===== config.mk =====
export PLATFORM = sky130hd
export DESIGN_NAME = pipe_stage_reg_ctl
export DESIGN_NICKNAME = d
export VERILOG_FILES = /design/src/rtl/cpu_pipe_pkg.sv /design/src/rtl/sat_counter.sv /design/src/rtl/pipe_stage_reg_ctl.sv
export SDC_FILE = /design/constraint.sdc
export NUM_CORES = 1
export LEC_CHECK = 0
export BUFFER_PORTS_ARGS = -buffer_cell sky130_fd_sc_hd__buf_2
export CAP_MARGIN = 25
export CORE_UTILIZATION = 54
export DETAILED_ROUTE_END_ITERATION = 8
export GPL_TIMING_DRIVEN = 0
export PLACE_DENSITY = 0.82
export SETUP_SLACK_MARGIN = 0.3
export SLEW_MARGIN = 20
export SYNTH_ARGS = -nofsm -noshare
export SYNTH_HDL_FRONTEND = slang
export SYNTH_SLANG_ARGS = --single-unit

===== constraint.sdc =====
create_clock -name clk -period 3.96 [get_ports clk]
set_input_delay 0.792 -clock clk [delete_from_list [all_inputs] [get_ports clk]]
set_output_delay 0.792 -clock clk [all_outputs]
set_load 0.005 [all_outputs]

===== src/rtl/cpu_pipe_pkg.sv =====
// Shared CPU pipeline constants: NOP encoding, default widths and the mul/div busy-bit layout.
package cpu_pipe_pkg;

  localparam int unsigned INSN_W     = 32;
  localparam int unsigned BUSY_W_DEF = 3;
  localparam int unsigned CNT_W_DEF  = 16;

  // sll $0,$0,0
  localparam logic [INSN_W-1:0] NOP_INSN = 32'h0000_0000;

  // Busy-vector layout from the mul/div unit, so each stage can name the bits it waits on
  localparam logic [BUSY_W_DEF-1:0] BUSY_MUL    = 3'b001;
  localparam logic [BUSY_W_DEF-1:0] BUSY_DIV    = 3'b010;
  localparam logic [BUSY_W_DEF-1:0] BUSY_WB     = 3'b100;
  localparam logic [BUSY_W_DEF-1:0] BUSY_MULDIV = BUSY_MUL | BUSY_DIV;
  localparam logic [BUSY_W_DEF-1:0] BUSY_ALL    = BUSY_MULDIV | BUSY_WB;

  typedef enum logic [1:0] {
    ACT_LOAD,
    ACT_BUBBLE,
    ACT_HOLD,
    ACT_FLUSH
  } stage_act_e;

endpackage


===== src/rtl/sat_counter.sv =====
// Event counter that sticks at all-ones instead of wrapping; clear beats increment.
module sat_counter #(
  parameter int unsigned CNT_W = 16
) (
  input  logic             clk,
  input  logic             reset,
  input  logic             clr,
  input  logic             inc,
  output logic [CNT_W-1:0] cnt
);

  logic [CNT_W-1:0] cnt_q;
  logic [CNT_W-1:0] cnt_d;

  always_comb begin
    cnt_d = cnt_q;
    if (clr) begin
      cnt_d = '0;
    end else if (inc && (cnt_q != {CNT_W{1'b1}})) begin
      cnt_d = cnt_q + CNT_W'(1);
    end
  end

  always_ff @(posedge clk) begin
    if (reset) begin
      cnt_q <= '0;
    end else begin
      cnt_q <= cnt_d;
    end
  end

  assign cnt = cnt_q;

endmodule


===== src/rtl/pipe_stage_reg_ctl.sv =====
// Pipeline stage register with valid, flush, bubble insertion, masked busy hold
// and saturating stall/bubble/flush event counters.
module pipe_stage_reg_ctl
  import cpu_pipe_pkg::*;
#(
  parameter int unsigned        WIDTH     = INSN_W,
  parameter int unsigned        BUSY_W    = BUSY_W_DEF,
  parameter logic [BUSY_W-1:0]  BUSY_MASK = {BUSY_W{1'b1}},
  parameter logic [WIDTH-1:0]   NOP_VALUE = WIDTH'(NOP_INSN),
  parameter int unsigned        CNT_W     = CNT_W_DEF
) (
  input  logic              clk,
  input  logic              reset,
  input  logic [WIDTH-1:0]  in_data,
  input  logic              in_valid,
  input  logic              stall,
  input  logic              bubble,
  input  logic              flush,
  input  logic [BUSY_W-1:0] busy,
  input  logic              cnt_clr,
  output logic [WIDTH-1:0]  out_data,
  output logic              out_valid,
  output logic              hold,
  output logic [CNT_W-1:0]  stall_cnt,
  output logic [CNT_W-1:0]  bubble_cnt,
  output logic [CNT_W-1:0]  flush_cnt
);

  logic             busy_hold_c;
  stage_act_e       act_c;
  logic [WIDTH-1:0] data_q;
  logic [WIDTH-1:0] data_d;
  logic             valid_q;
  logic             valid_d;

  assign busy_hold_c = |(busy & BUSY_MASK);
  assign hold        = (stall | busy_hold_c) & ~flush;

  // Edge action, flush > hold > bubble > load
  always_comb begin
    act_c = ACT_LOAD;
    if (flush) begin
      act_c = ACT_FLUSH;
    end else if (hold) begin
      act_c = ACT_HOLD;
    end else if (bubble) begin
      act_c = ACT_BUBBLE;
    end
  end

  always_comb begin
    data_d  = in_data;
    valid_d = in_valid;
    case (act_c)
      ACT_FLUSH, ACT_BUBBLE: begin
        data_d  = NOP_VALUE;
        valid_d = 1'b0;
      end
      ACT_HOLD: begin
        data_d  = data_q;
        valid_d = valid_q;
      end
      default: begin
        data_d  = in_data;
        valid_d = in_valid;
      end
    endcase
  end

  always_ff @(posedge clk) begin
    if (reset) begin
      data_q  <= NOP_VALUE;
      valid_q <= 1'b0;
    end else begin
      data_q  <= data_d;
      valid_q <= valid_d;
    end
  end

  assign out_data  = data_q;
  assign out_valid = valid_q;

  sat_counter #(.CNT_W(CNT_W)) u_stall_cnt (
    .clk   (clk),
    .reset (reset),
    .clr   (cnt_clr),
    .inc   (act_c == ACT_HOLD),
    .cnt   (stall_cnt)
  );

  sat_counter #(.CNT_W(CNT_W)) u_bubble_cnt (
    .clk   (clk),
    .reset (reset),
    .clr   (cnt_clr),
    .inc   (act_c == ACT_BUBBLE),
    .cnt   (bubble_cnt)
  );

  sat_counter #(.CNT_W(CNT_W)) u_flush_cnt (
    .clk   (clk),
    .reset (reset),
    .clr   (cnt_clr),
    .inc   (act_c == ACT_FLUSH),
    .cnt   (flush_cnt)
  );

endmodule


Word level (Yosys, flattened, before mapping)
Cells that the tools add are included.
{"block": "totals", "regBits": 81, "inputBits": 42, "output_inout_bits": 82, "wordCells": 28}
{"block": "op_classes", "add_sub_neg": 3, "n_eq_ne": 6, "muxes": 5, "bitwise_logic": 3, "n_reduce_logical": 6}
{"op": "case mux 32 bit (2 select lines)", "count": 1}
{"op": "adder 16 x 1 -> 16 bit, second input constant", "count": 3}
{"op": "!= test 16 bit, second input constant", "count": 3}
{"op": "== test 2 bit, second input constant", "count": 2}
{"op": "two-way mux 2 bit", "count": 2}
{"op": "OR reduction 2 bit", "count": 2}
{"op": "logical AND 1 bit", "count": 3}
{"op": "OR reduction 3 bit", "count": 1}
{"op": "== test 2 x 1 -> 1 bit, second input constant", "count": 1}
{"op": "case mux 1 bit (2 select lines)", "count": 1}
{"op": "AND 1 bit", "count": 1}
{"op": "two-way mux 1 bit", "count": 1}
{"op": "NOT 1 bit", "count": 1}
{"op": "bitwise OR 1 bit", "count": 1}

Longest topological paths before layout
{"block": "logic_depth", "ltp_word": 8, "mapped_depth": 7, "mapped_depth_nobuf": 5}

Modules after synthesis
Synthesis repeated with hierarchy kept, for this count alone.
{"block": "unflattened", "hier_cells": 465, "area_unflattened_um2": 4470.5}
{"mod": "sat_counter", "n_inst": 3, "cells_per_inst": 102, "area_per_inst_um2": 917.1}
{"mod": "pipe_stage_reg_ctl", "n_inst": 1, "cells_per_inst": 159, "area_per_inst_um2": 1719.1}

Worst setup path before layout
Ideal clock, no wire load.
{"block": "synth_timing", "path_kind": "input -> output", "start": "input port busy[1]", "end": "output port hold", "t_arrival_ps": 2007, "required_time_ps": 3168, "path_slack_ps": 1161, "path_stages": 5, "n_path_buf": 2, "path_cell_list": "or4_1 -> clkbuf_2 -> nand2_1 -> clkinv_1 -> clkbuf_1"}
{"block": "synth_between", "elab_chain_cells": 3}
{"element": "start: declaration", "line_no": "pipe_stage_reg_ctl.sv:19", "rtl": "input logic [BUSY_W-1:0] busy,"}
{"element": "OR reduction 3 bit", "line_no": "pipe_stage_reg_ctl.sv:36", "rtl": "assign busy_hold_c = |(busy & BUSY_MASK);"}
{"element": "bitwise OR 1 bit", "line_no": "pipe_stage_reg_ctl.sv:37", "rtl": "assign hold = (stall | busy_hold_c) & ~flush;"}
{"element": "AND 1 bit", "line_no": "pipe_stage_reg_ctl.sv:37"}
{"element": "end: declaration", "line_no": "pipe_stage_reg_ctl.sv:23", "rtl": "output logic hold,"}
No other way between the ends.

Worst setup path after layout
Same ends and word-level chain as after synthesis.

==> flow_summary_export.csv <==
group,metric,value,unit
outcome,status,"finished, violations left",
outcome,violations,"DRC",
sta,finalMaxSlewViolations,0,
route,drt-pass1-iter-count,9,
sta,hold_viol,0,
critical_path,path_class,"primary input to output port",
cts,clk-insertion-delay-late,0.35,ns
route,met2_length,4.802,mm
synthesis,netlist-cell-type-count,45,
synthesis,synth.avg_cell_area,8.801,um^2
route,drt-initial-drc-count,218,
global_routing,antenna_found_initial,0,
route,topRoutingLayerUsed,"met4",
sta,setup_viol,0,
synthesis,synth_edf_count,0,
flow_run,drv_cap,0,
critical_path,cp.required,3.17,ns
route,drt-total-wl,9.839,mm
route,postRouteAntennaNets,0,
synthesis,synth_top_area_share,0.4472,
global_routing,grt_pass1_vias,3626,
global_routing,grt_pass1_wl,16.06,mm
synthesis,yosys_most_used_dff,"dfxtp_1",
cts,cts_root_buf,"clkbuf_8",
placement,hpwlAfterDp,7.030,mm
floorplanning,die-area,7047,um^2
route,wire_per_inst,15.67,um
sta,rsz0062_at_grt,"no",
synthesis,syn_inst,412,
floorplanning,die_h,83.95,um
sta,worstMarginPinSlew,0.9696,ns
critical_path,worstPathArrival,2.61,ns
floorplanning,top_level_ports,124,
critical_path,worstSetupEndpointType,"output port",
floorplanning,initial_core_util,0.5646,
worst_hold_path,hp-class,"register to register",
sta,finalClockSkew,0.01422,ns
cts,cts_made_buffers,9,
cts,cts_sinks,81,
placement,pre_cts_ws,0.5593,ns
cells_and_area,drive_gt1_frac,0.2722,
synthesis,synth_fp_nets,457,
synthesis,synthesis.area,3626,um^2
placement,gp_congestion,0.8154,
global_routing,grt_max_degree,16,
global_routing,grt_remaining_overflow,0,
cts,postCtsHoldBufs,0,
route,met3WireLength,665,um
route,wl_met1,4.220,mm
sta,min_period,3.402,ns
cts,cts.repair.resized,0,
synthesis,yosysWarnings,0,
cts,postCtsSetupBuffers,0,
route,drcViolationCount,8,
route,vias,3937,
critical_path,crit_path_start_kind,"primary input",
synthesis,synth_seq_cells,81,
power,leakagePower,1.756,nW
sta,fmax,294.0,MHz
sta,max_slew_margin,0.3476,
cts,cts.clk_slew.worst_paths,0.10,ns
synthesis,synth_top_cell_by_area,"dfxtp_1",
sta,post-route-period-util,0.8590,
synthesis,netlist_top_cells_area,"dfxtp_1 (45%), a22oi_1 (6.8%), or4_1 (4.6%)",
sta,whs,0.5131,ns
power,p_per_area,323.4,nW/um^2
sta,layout_setup_ws,0.5583,ns
sta,setup_tns,0,ns
synthesis,yosysSeqAreaShare,0.4472,
cts,cts_tree,"done",
power,peakVddDrop,0.0002092,V
cells_and_area,syn_to_final_growth,24.98,%
floorplanning,die_x,83.95,um
critical_path,crit_fanout,10,
floorplanning,std_cell_rows,29,
cts,cts_buffer_depth,2,
cts,htreeDepth,3,
route,viasPerCell,6.269,
floorplanning,coreArea,6422,um^2
cells_and_area,fin_nets,591,
cells_and_area,insertedDiodeCount,0,
synthesis,async_reset_ff_frac,0,
placement,io_buffer_count,122,
global_routing,grtUsageTotal,0.2758,
==> flip-flops by register name, summed over array words and instances (netlist names) <==
| signal | count |
|---|---|
| out_data | 32 |
| u_flush_cnt.cnt | 16 |
| u_bubble_cnt.cnt | 16 |
| out_valid | 1 |
| u_stall_cnt.cnt | 16 |
==> through the flow <==
stage	instances	util	instance area, um^2	power, mW
after floorplan	412	-	3626	0.8728
after global placement	611	0.6747	4333	0.9086
after detailed placement	612	0.6754	4338	0.9109
after CTS	628	0.7047	4526	1.469
after global routing	628	0.7056	4532	1.511
final	628	0.7056	4532	1.466
==> critical path: stages <==
cell      delay (ns)
buf_2           0.10
or4_1           0.52
clkbuf_2        0.20
nand2_1         0.26
clkinv_1        0.26
clkbuf_1        0.29
buf_2           0.19
==> power by group <==
part,switching [mW],internal (mW),leakage [nW]
registers,0.00249,0.817,0.653
logic,0.0444,0.0286,1.01
clock network,0.322,0.251,0.0895
==> metal layers <==
| layer | global-route usage | up-vias |
|---|---|---|
| met5 | 0 | - |
| met3 | 0.06429 | 15 |
| met4 | 0.08777 | 0 |
| met1 | 0.3362 | 1879 |
| li1 | - | 1883 |
| met2 | 0.4791 | 160 |
==> cell usage in the layout, fill, tap and decap left out, types with 11 or more instances in the layout <==
cell / n
a21oi_1: 30
a22oi_1: 33
buf_2: 124
clkbuf_1: 18
clkbuf_8: 12
dfxtp_1: 81
nand2_1: 23
nand3_1: 20
nand4_1: 17
nor2_1: 40
nor4_1: 11
o31ai_1: 19
or3_1: 12
or4_1: 22
==> area by class of cell <==
cell class / instances / area, um^2
Timing Repair Buffer: 123 / 615.6
Buffer: 23 / 116.4
Tap cell: 77 / 96.34
Fill cell: 537 / 1891
Clock inverter: 6 / 50.05
Clock buffer: 10 / 137.6
Multi-Input combinational cell: 298 / 1857
Inverter: 10 / 37.54
Sequential cell: 81 / 1622
==> path summary, 6_finish.rpt <==
kind	to	slack, ns	from	cells past startpoint
setup / recovery	hold	0.56	busy[1]	7
hold / removal	out_data[3]$_SDFFE_PP0P_	0.51	out_data[3]$_SDFFE_PP0P_	2
setup reg to reg	u_flush_cnt.cnt[12]$_SDFFE_PP0P_	1.47	u_flush_cnt.cnt[0]$_SDFFE_PP0P_	6
hold reg to reg	out_data[3]$_SDFFE_PP0P_	0.51	out_data[3]$_SDFFE_PP0P_	2
==> synth_stat cells (2+ instances only) <==
| library cell | number |
|---|---|
| o21ai_0 | 7 |
| o211ai_1 | 2 |
| mux2i_1 | 7 |
| a311oi_1 | 2 |
| nor4_1 | 12 |
| nand4_1 | 17 |
| a211oi_1 | 6 |
| or4_1 | 22 |
| dfxtp_1 | 81 |
| nand3_1 | 20 |
| o311ai_0 | 4 |
| and3_1 | 5 |
| clkbuf_1 | 18 |
| a22oi_1 | 33 |
| o41ai_1 | 6 |
| nand2_1 | 23 |
| and4_1 | 3 |
| nor3_1 | 5 |
| o21a_1 | 4 |
| ha_1 | 3 |
| clkbuf_8 | 2 |
| or2_2 | 2 |
| o31ai_1 | 19 |
| or3_1 | 12 |
| inv_1 | 9 |
| nor2_1 | 40 |
| a21oi_1 | 30 |
==> kinds of logic after synthesis <==
| kind of cell | count (synthesis) | share of synthesized area |
|---|---|---|
| simple gates | 171 | 0.2585 |
| mux | 7 | 0.01932 |
| flops | 81 | 0.4472 |
| buf+inv | 33 | 0.04244 |
| fa+ha+maj | 3 | 0.01035 |
| compound gates | 117 | 0.2222 |
No activity file was read; power rests on OpenSTA's default activity.
